## config.mk

```make
export PLATFORM = sky130hd
export DESIGN_NAME = rs_multi_entry
export DESIGN_NICKNAME = d
export VERILOG_FILES = /design/src/rtl/rs_multi_entry_pkg.sv /design/src/rtl/rs_multi_entry_select.sv /design/src/rtl/rs_multi_entry.sv
export SDC_FILE = /design/constraint.sdc
export NUM_CORES = 2
export LEC_CHECK = 0
export ABC_AREA = 1
export ABC_CLOCK_PERIOD_IN_PS = 3400
export BUFFER_PORTS_ARGS = -buffer_cell sky130_fd_sc_hd__buf_4
export CORE_UTILIZATION = 55
export DETAILED_ROUTE_END_ITERATION = 7
export PLACE_DENSITY = 0.72
export SLEW_MARGIN = 40
export SYNTH_ARGS = -nofsm -noshare
export SYNTH_HDL_FRONTEND = slang
export SYNTH_SLANG_ARGS = --single-unit
```

## constraint.sdc

```tcl
create_clock -name clock -period 3.4 [get_ports clock]
set_input_delay 0.17 -clock clock [delete_from_list [all_inputs] [get_ports clock]]
set_output_delay 0.17 -clock clock [all_outputs]
set_load 0.01 [all_outputs]
```

## src/rtl/rs_multi_entry_pkg.sv

```systemverilog
// Shared types and constants for the multi-entry reservation station.
// The ROB size and operand width constants are the system defaults that the
// station parameters fall back to.
package rs_multi_entry_pkg;

  localparam int SYS_ROB_SIZE = 32;
  localparam int SYS_XLEN     = 32;
  localparam int SYS_TAG_W    = $clog2(SYS_ROB_SIZE);

  typedef enum logic [2:0] {
    FU_ALU    = 3'd0,
    FU_MULT   = 3'd1,
    FU_LOAD   = 3'd2,
    FU_STORE  = 3'd3,
    FU_BRANCH = 3'd4
  } FUNC_UNIT;

  // Opaque to the station: carried from dispatch to issue untouched.
  typedef struct packed {
    logic [31:0]          inst;
    logic [SYS_XLEN-1:0]  pc;
    logic [SYS_XLEN-1:0]  npc;
    logic [1:0]           opa_select;
    logic [1:0]           opb_select;
    logic [4:0]           alu_func;
    logic [4:0]           dest_reg_idx;
    logic                 rd_mem;
    logic                 wr_mem;
    logic                 cond_branch;
    logic                 uncond_branch;
    logic                 halt;
    logic                 illegal;
    logic                 csr_op;
    FUNC_UNIT             func_unit;
  } RS_PAYLOAD;

  typedef struct packed {
    logic                 ready;
    logic [SYS_TAG_W-1:0] tag;
    logic [SYS_XLEN-1:0]  value;
  } RS_OPERAND;

  typedef struct packed {
    logic                 busy;
    RS_PAYLOAD            payload;
    logic [SYS_TAG_W-1:0] rob_tag;
    RS_OPERAND            rs1;
    RS_OPERAND            rs2;
  } RS_ENTRY;

endpackage

```

## src/rtl/rs_multi_entry_select.sv

```systemverilog
// Parametrised priority picker. Grants the requesting entry with the largest
// age; ties (including all-zero ages) go to the lowest index, so feeding zero
// ages gives plain lowest-index priority.
module rs_select #(
  parameter int N     = 8,
  parameter int AGE_W = 3
) (
  input  logic [N-1:0]            req_i,
  input  logic [N-1:0][AGE_W-1:0] age_i,
  output logic [N-1:0]            gnt_o,
  output logic                    valid_o
);

  logic [AGE_W-1:0] best_age;
  logic             found;

  // Linear scan; strict '>' keeps the earliest index on equal ages.
  always_comb begin
    gnt_o    = '0;
    found    = 1'b0;
    best_age = '0;
    for (int i = 0; i < N; i++) begin
      if (req_i[i] && (!found || (age_i[i] > best_age))) begin
        gnt_o    = '0;
        gnt_o[i] = 1'b1;
        found    = 1'b1;
        best_age = age_i[i];
      end
    end
    valid_o = found;
  end

endmodule

```

## src/rtl/rs_multi_entry.sv

```systemverilog
// N-entry reservation station: dispatch into the lowest free slot, operand
// wakeup from the CDB (including same-cycle forwarding at dispatch), and one
// issue per cycle to the functional unit.
// Optional build macro RS_OLDEST_FIRST_EN: per-entry saturating age counters,
// issue prefers the oldest ready entry. Without it, lowest index wins.
// Handshake: issue_valid/ex_ready -- an entry leaves the station on a cycle
// where both are high; while issue_valid && !ex_ready the presented entry is
// held unless a higher-priority entry becomes ready. Dispatch has no ready
// signal: dp_valid is accepted only when rs_full is low, otherwise the
// dispatcher must hold it.
module rs_multi_entry
  import rs_multi_entry_pkg::*;
#(
  parameter int RS_SIZE = 8,
  parameter int TAG_W   = SYS_TAG_W,
  parameter int XLEN    = SYS_XLEN,
  parameter int PAY_W   = $bits(RS_PAYLOAD)
) (
  input  logic                       clock,
  input  logic                       reset,
  input  logic                       flush,
  input  logic                       dp_valid,
  input  logic [PAY_W-1:0]           dp_payload,
  input  logic [TAG_W-1:0]           dp_rob_tag,
  input  logic                       dp_rs1_ready,
  input  logic                       dp_rs2_ready,
  input  logic [TAG_W-1:0]           dp_rs1_tag,
  input  logic [TAG_W-1:0]           dp_rs2_tag,
  input  logic [XLEN-1:0]            dp_rs1_value,
  input  logic [XLEN-1:0]            dp_rs2_value,
  output logic                       rs_full,
  output logic [$clog2(RS_SIZE):0]   rs_free_count,
  input  logic                       cdb_valid,
  input  logic [TAG_W-1:0]           cdb_tag,
  input  logic [XLEN-1:0]            cdb_value,
  input  logic                       ex_ready,
  output logic                       issue_valid,
  output logic [PAY_W-1:0]           issue_payload,
  output logic [TAG_W-1:0]           issue_rob_tag,
  output logic [XLEN-1:0]            issue_rs1_value,
  output logic [XLEN-1:0]            issue_rs2_value
);

  localparam int IDX_W = $clog2(RS_SIZE);
  localparam int CNT_W = IDX_W + 1;
  localparam int AGE_W = IDX_W;

  // Entry state
  logic [RS_SIZE-1:0] busy_q, busy_d;
  logic [RS_SIZE-1:0] rs1_rdy_q, rs1_rdy_d;
  logic [RS_SIZE-1:0] rs2_rdy_q, rs2_rdy_d;
  logic [PAY_W-1:0]   pay_q     [RS_SIZE];
  logic [PAY_W-1:0]   pay_d     [RS_SIZE];
  logic [TAG_W-1:0]   rob_q     [RS_SIZE];
  logic [TAG_W-1:0]   rob_d     [RS_SIZE];
  logic [TAG_W-1:0]   rs1_tag_q [RS_SIZE];
  logic [TAG_W-1:0]   rs1_tag_d [RS_SIZE];
  logic [TAG_W-1:0]   rs2_tag_q [RS_SIZE];
  logic [TAG_W-1:0]   rs2_tag_d [RS_SIZE];
  logic [XLEN-1:0]    rs1_val_q [RS_SIZE];
  logic [XLEN-1:0]    rs1_val_d [RS_SIZE];
  logic [XLEN-1:0]    rs2_val_q [RS_SIZE];
  logic [XLEN-1:0]    rs2_val_d [RS_SIZE];

  logic [RS_SIZE-1:0][AGE_W-1:0] iss_age;
  logic [RS_SIZE-1:0]            ready_vec;
  logic [RS_SIZE-1:0]            iss_gnt;
  logic                          iss_valid;
  logic [IDX_W-1:0]              iss_idx;
  logic [RS_SIZE-1:0]            free_gnt;
  logic                          free_valid;
  logic                          dp_fire;
  logic                          iss_fire;
  logic                          dp_rs1_rdy_fwd, dp_rs2_rdy_fwd;
  logic [XLEN-1:0]               dp_rs1_val_fwd, dp_rs2_val_fwd;
  logic [CNT_W-1:0]              free_cnt;

`ifdef RS_OLDEST_FIRST_EN
  logic [RS_SIZE-1:0][AGE_W-1:0] age_q, age_d;
  assign iss_age = age_q;
`else
  assign iss_age = '0;
`endif

  // Readiness uses registered operand state only, so a dispatch or wakeup
  // becomes issuable no earlier than the following cycle.
  assign ready_vec = busy_q & rs1_rdy_q & rs2_rdy_q;

  rs_select #(.N(RS_SIZE), .AGE_W(AGE_W)) u_issue_sel (
    .req_i   (ready_vec),
    .age_i   (iss_age),
    .gnt_o   (iss_gnt),
    .valid_o (iss_valid)
  );

  rs_select #(.N(RS_SIZE), .AGE_W(AGE_W)) u_free_sel (
    .req_i   (~busy_q),
    .age_i   ('0),
    .gnt_o   (free_gnt),
    .valid_o (free_valid)
  );

  // One-hot issue grant to an index for the output mux.
  always_comb begin
    iss_idx = '0;
    for (int i = 0; i < RS_SIZE; i++) begin
      if (iss_gnt[i]) iss_idx = IDX_W'(i);
    end
  end

  // Count free slots from the registered busy bits.
  always_comb begin
    free_cnt = '0;
    for (int i = 0; i < RS_SIZE; i++) begin
      if (!busy_q[i]) free_cnt = free_cnt + CNT_W'(1);
    end
  end

  assign rs_full       = !free_valid;
  assign rs_free_count = free_cnt;
  assign dp_fire       = dp_valid && free_valid;
  assign iss_fire      = iss_valid && ex_ready;

  assign issue_valid     = iss_valid;
  assign issue_payload   = iss_valid ? pay_q[iss_idx]     : '0;
  assign issue_rob_tag   = iss_valid ? rob_q[iss_idx]     : '0;
  assign issue_rs1_value = iss_valid ? rs1_val_q[iss_idx] : '0;
  assign issue_rs2_value = iss_valid ? rs2_val_q[iss_idx] : '0;

  // Capture a value broadcast in the same cycle as dispatch.
  always_comb begin
    dp_rs1_rdy_fwd = dp_rs1_ready;
    dp_rs1_val_fwd = dp_rs1_value;
    dp_rs2_rdy_fwd = dp_rs2_ready;
    dp_rs2_val_fwd = dp_rs2_value;
    if (!dp_rs1_ready && cdb_valid && (cdb_tag == dp_rs1_tag)) begin
      dp_rs1_rdy_fwd = 1'b1;
      dp_rs1_val_fwd = cdb_value;
    end
    if (!dp_rs2_ready && cdb_valid && (cdb_tag == dp_rs2_tag)) begin
      dp_rs2_rdy_fwd = 1'b1;
      dp_rs2_val_fwd = cdb_value;
    end
  end

  // Next state: wakeup, issue release and dispatch write touch disjoint
  // entries (the free slot is never busy), so they compose in one cycle.
  always_comb begin
    busy_d    = busy_q;
    rs1_rdy_d = rs1_rdy_q;
    rs2_rdy_d = rs2_rdy_q;
    pay_d     = pay_q;
    rob_d     = rob_q;
    rs1_tag_d = rs1_tag_q;
    rs2_tag_d = rs2_tag_q;
    rs1_val_d = rs1_val_q;
    rs2_val_d = rs2_val_q;
`ifdef RS_OLDEST_FIRST_EN
    age_d     = age_q;
`endif
    for (int i = 0; i < RS_SIZE; i++) begin
      if (cdb_valid && busy_q[i]) begin
        if (!rs1_rdy_q[i] && (rs1_tag_q[i] == cdb_tag)) begin
          rs1_rdy_d[i] = 1'b1;
          rs1_val_d[i] = cdb_value;
        end
        if (!rs2_rdy_q[i] && (rs2_tag_q[i] == cdb_tag)) begin
          rs2_rdy_d[i] = 1'b1;
          rs2_val_d[i] = cdb_value;
        end
      end
    end
    if (iss_fire) busy_d[iss_idx] = 1'b0;
    for (int i = 0; i < RS_SIZE; i++) begin
      if (dp_fire && free_gnt[i]) begin
        busy_d[i]    = 1'b1;
        pay_d[i]     = dp_payload;
        rob_d[i]     = dp_rob_tag;
        rs1_rdy_d[i] = dp_rs1_rdy_fwd;
        rs1_tag_d[i] = dp_rs1_tag;
        rs1_val_d[i] = dp_rs1_val_fwd;
        rs2_rdy_d[i] = dp_rs2_rdy_fwd;
        rs2_tag_d[i] = dp_rs2_tag;
        rs2_val_d[i] = dp_rs2_val_fwd;
      end
`ifdef RS_OLDEST_FIRST_EN
      if (dp_fire) begin
        if (free_gnt[i]) begin
          age_d[i] = '0;
        end else if (busy_q[i] && (age_q[i] != {AGE_W{1'b1}})) begin
          age_d[i] = age_q[i] + AGE_W'(1);
        end
      end
`endif
    end
  end

  // State register; flush behaves exactly like reset and wins over any
  // same-cycle dispatch or CDB capture.
  always_ff @(posedge clock) begin
    if (reset || flush) begin
      busy_q    <= '0;
      rs1_rdy_q <= '0;
      rs2_rdy_q <= '0;
`ifdef RS_OLDEST_FIRST_EN
      age_q     <= '0;
`endif
      for (int i = 0; i < RS_SIZE; i++) begin
        pay_q[i]     <= '0;
        rob_q[i]     <= '0;
        rs1_tag_q[i] <= '0;
        rs2_tag_q[i] <= '0;
        rs1_val_q[i] <= '0;
        rs2_val_q[i] <= '0;
      end
    end else begin
      busy_q    <= busy_d;
      rs1_rdy_q <= rs1_rdy_d;
      rs2_rdy_q <= rs2_rdy_d;
`ifdef RS_OLDEST_FIRST_EN
      age_q     <= age_d;
`endif
      for (int i = 0; i < RS_SIZE; i++) begin
        pay_q[i]     <= pay_d[i];
        rob_q[i]     <= rob_d[i];
        rs1_tag_q[i] <= rs1_tag_d[i];
        rs2_tag_q[i] <= rs2_tag_d[i];
        rs1_val_q[i] <= rs1_val_d[i];
        rs2_val_q[i] <= rs2_val_d[i];
      end
    end
  end

endmodule

```

==> out/metrics.yaml <==
status: "finished, violations left"
violations: "DRC, hold timing, setup timing"
grt_max_degree: 165
cts_tree: "yes"
holdCritPathClass: "in2reg"
ys_types: 42
drc_errors: 1
wl_met3_um: 50900
clock_latency_ns: 0.83
yosysTopAreaCell: "dfxtp_1"
antenna_found_initial: 21
p_sw_share_pct: 24.8
combPwrFrac_pct: 6.5
final_cell_mix: "nand2_1, nand3_1, nor2_1"
p_leak_nw: 43.9
crit_start: "busy_q[0]"
routed-wl-met2_um: 152000
cts_buffer_depth: 3
via_count: 95700
drt_iter0_markers: 15200
worstMarginPinSlew_ns: 1.02
cp.arrival_ns: 4.07
seq_area_frac_synth_pct: 39.5
crit_type: "reg2out"
fin_crit_sh_pct: 125
rsz0062_at_grt: "true"
period_needed_ns: 4.24
clock_power_share_pct: 46.6
drive_above_1_share_pct: 13.5
met1_length_um: 130000
netlist_area_um2: 81900
fin_area_um2: 103000
cts_sinks: 1616
hold_viol_final: 3
dpl_cell_area_um2: 86500
yosysTopAreaCellShare_pct: 39.5
skew_ns: 0.0228
die_x_um: 388
start_util_pct: 55.4
max_slew_margin_pct: 31.7
dp_slack_ns: -0.228
final_common_cell: "nand2_1"
r2r-start: "busy_q[0]"
core.rowCount: 141
crit_path_end_kind: "primary output"
syn_avg_cell_area_um2: 6.18
root_buffer: "clkbuf_16"
seq_power_share_pct: 46.9
power.density_nw_per_um2: 396
gp_congestion: 0.926
area_growth_pct: 26.0
max_freq_ghz: 0.236
grt_overflow: 0
holdWs_ns: -0.0247
yosys_warnings: 0
antenna_left: 0
post_drt_wl_per_cell_um: 22.8
portBuffers: 438
core_area_um2: 148000
grtUsageTotal_pct: 41.7
final_nets: 13800
cts_buffers: 174
drt_wl_total_um: 356000
hold_start: "dp_rs1_value[26]"
clk_pin_slew_ns: 0.06
startpoint_type: "flip-flop"
grt_pass1_wl_um: 498000
synth_nets: 13500
chipHeight_um: 388
dp.final_hpwl_um: 175000
die-area_um2: 150000
first_global_vias: 85800
p_sw_w: 0.0101
vias_per_cell: 6.11
syn_inst: 13200
crit_fanout: 3
setup_ws_ns: -0.838
io_pins: 439
yosys-top-cells-area: "dfxtp_1, nand2_1, nand3_1"
peakVddDrop_mv: 0.453
setup_violations: 194
topRoutingLayerUsed: "met5"
slew_violations: 0
cap_violations: 0
cts_htree_levels: 4
required_ns: 3.23
synth-seq-cells: 1616
p_int_w: 0.0307
drtPass1Iterations: 8
## kinds of logic (layout without fill, tap and decap cells)
group                    after synthesis  after routing  synth area share (%)
AO/OA/AOI/OAI                       1529           1529                  9.60
adder cells (fa/ha/maj)                9              9                 0.138
AND/OR/NAND/NOR                     8013           8017                  40.3
XOR/XNOR                              23             23                 0.246
buffers and inverters               2051           2513                  10.2
flip-flops                          1616           1616                  39.5
other                                  0             18                     0
## per-layer routing
metal | track usage (%) | up-vias
li1 | - | 42700
met1 | 53.6 | 43700
met2 | 64.5 | 7469
met3 | 9.49 | 1732
met4 | 23.2 | 8
met5 | 0 | -
## power groups by stage
| stage | sequential, W | combinational [W] | clock, W |
|---|---|---|---|
| 2_1_floorplan | 0.0195 | 0.00125 | 0 |
| 3_3_place_gp | 0.0195 | 0.00224 | 0 |
| 3_5_place_dp | 0.0195 | 0.00227 | 0 |
| 4_1_cts | 0.0191 | 0.00250 | 0.0189 |
| 5_1_grt | 0.0191 | 0.00282 | 0.0197 |
| 6_report | 0.0191 | 0.00267 | 0.0190 |
## through the flow
stage	total power, W	utilization, %	setup TNS, ns	cells	hold slack (ns)
global placement	0.0218	58.5	-0.728	14800	0.438
finish	0.0408	69.8	-64.47	15700	-0.0247
global route	0.0417	69.8	-77.51	15700	0.0283
detailed placement	0.0218	58.6	-0.557	14800	0.444
floorplan	0.0208	-	0	13200	0.305
CTS	0.0406	66.2	-68.69	15500	0.00385
## cell type report
cell class	count	area, um^2
inverters	989	3820
repair inverters	1	8.76
repair buffers	1218	15800
clock inverters	43	424
multi-input cells	9578	43200
fillers	12300	44500
diodes	18	45.0
clock buffers	262	5110
well taps	1930	2410
flip-flops and latches	1616	32400
## worst max-delay path: stages, from the launching register on
cell	delay, ns
dfxtp_4	0.36
inv_4	0.04
ha_4	0.24
inv_2	0.05
nand2_2	0.04
nand2_2	0.08
inv_2	0.06
ha_4	0.26
inv_4	0.04
o21ai_4	0.16
ha_4	0.24
nand2_4	0.08
nand2_4	0.06
ha_4	0.27
nand2_4	0.05
nand2_4	0.10
ha_4	0.20
or2_4	0.24
o21a_1	0.15
ha_4	0.28
nand2_2	0.05
o21ai_2	0.07
buf_4	0.13
## Yosys cell counts (all sizes together)
cell type,count
a41oi,2
o21bai,1
nand3b,3
a31oi,89
o221a,1
o21a,1
ha,9
xnor2,10
nand3,2187
nand2,3800
a221oi,6
xor2,13
o21ai,925
dfxtp,1616
o2111ai,2
clkbuf,534
o211ai,1
a21oi,471
inv,986
and2,1
or2,2
nor3,23
nor2,1988
nand4,8
a211oi,7
clkinv,3
o22ai,23
nor4,1
buf,528
## final timing paths
check	endpoint	slack, ns	cells after the start
worst max-delay path	rs_free_count[1]	-0.84	22
worst min-delay path	rs1_val_q[58]	-0.02	7
worst max register to register	rs2_val_q[51]	-0.09	14
worst min register to register	pay_q[909]	0.45	2
## flip-flops by register name, summed over array words and instances, names as in the netlist
register / cells
pay_q: 960
rs1_val_q: 256
rs2_val_q: 256
rob_q: 40
rs1_tag_q: 40
rs2_tag_q: 40
busy_q: 8
rs1_rdy_q: 8
rs2_rdy_q: 8
## what timing repair did
item,4_1_cts,5_1_grt
gates cloned,77,134
hold endpoints to repair,1534,8
buffers inserted,76,72
resized for setup,300,602
hold buffers,196,2
setup endpoints to repair,192,199
pin swaps,72,310
(Power assumes the default switching activity.)
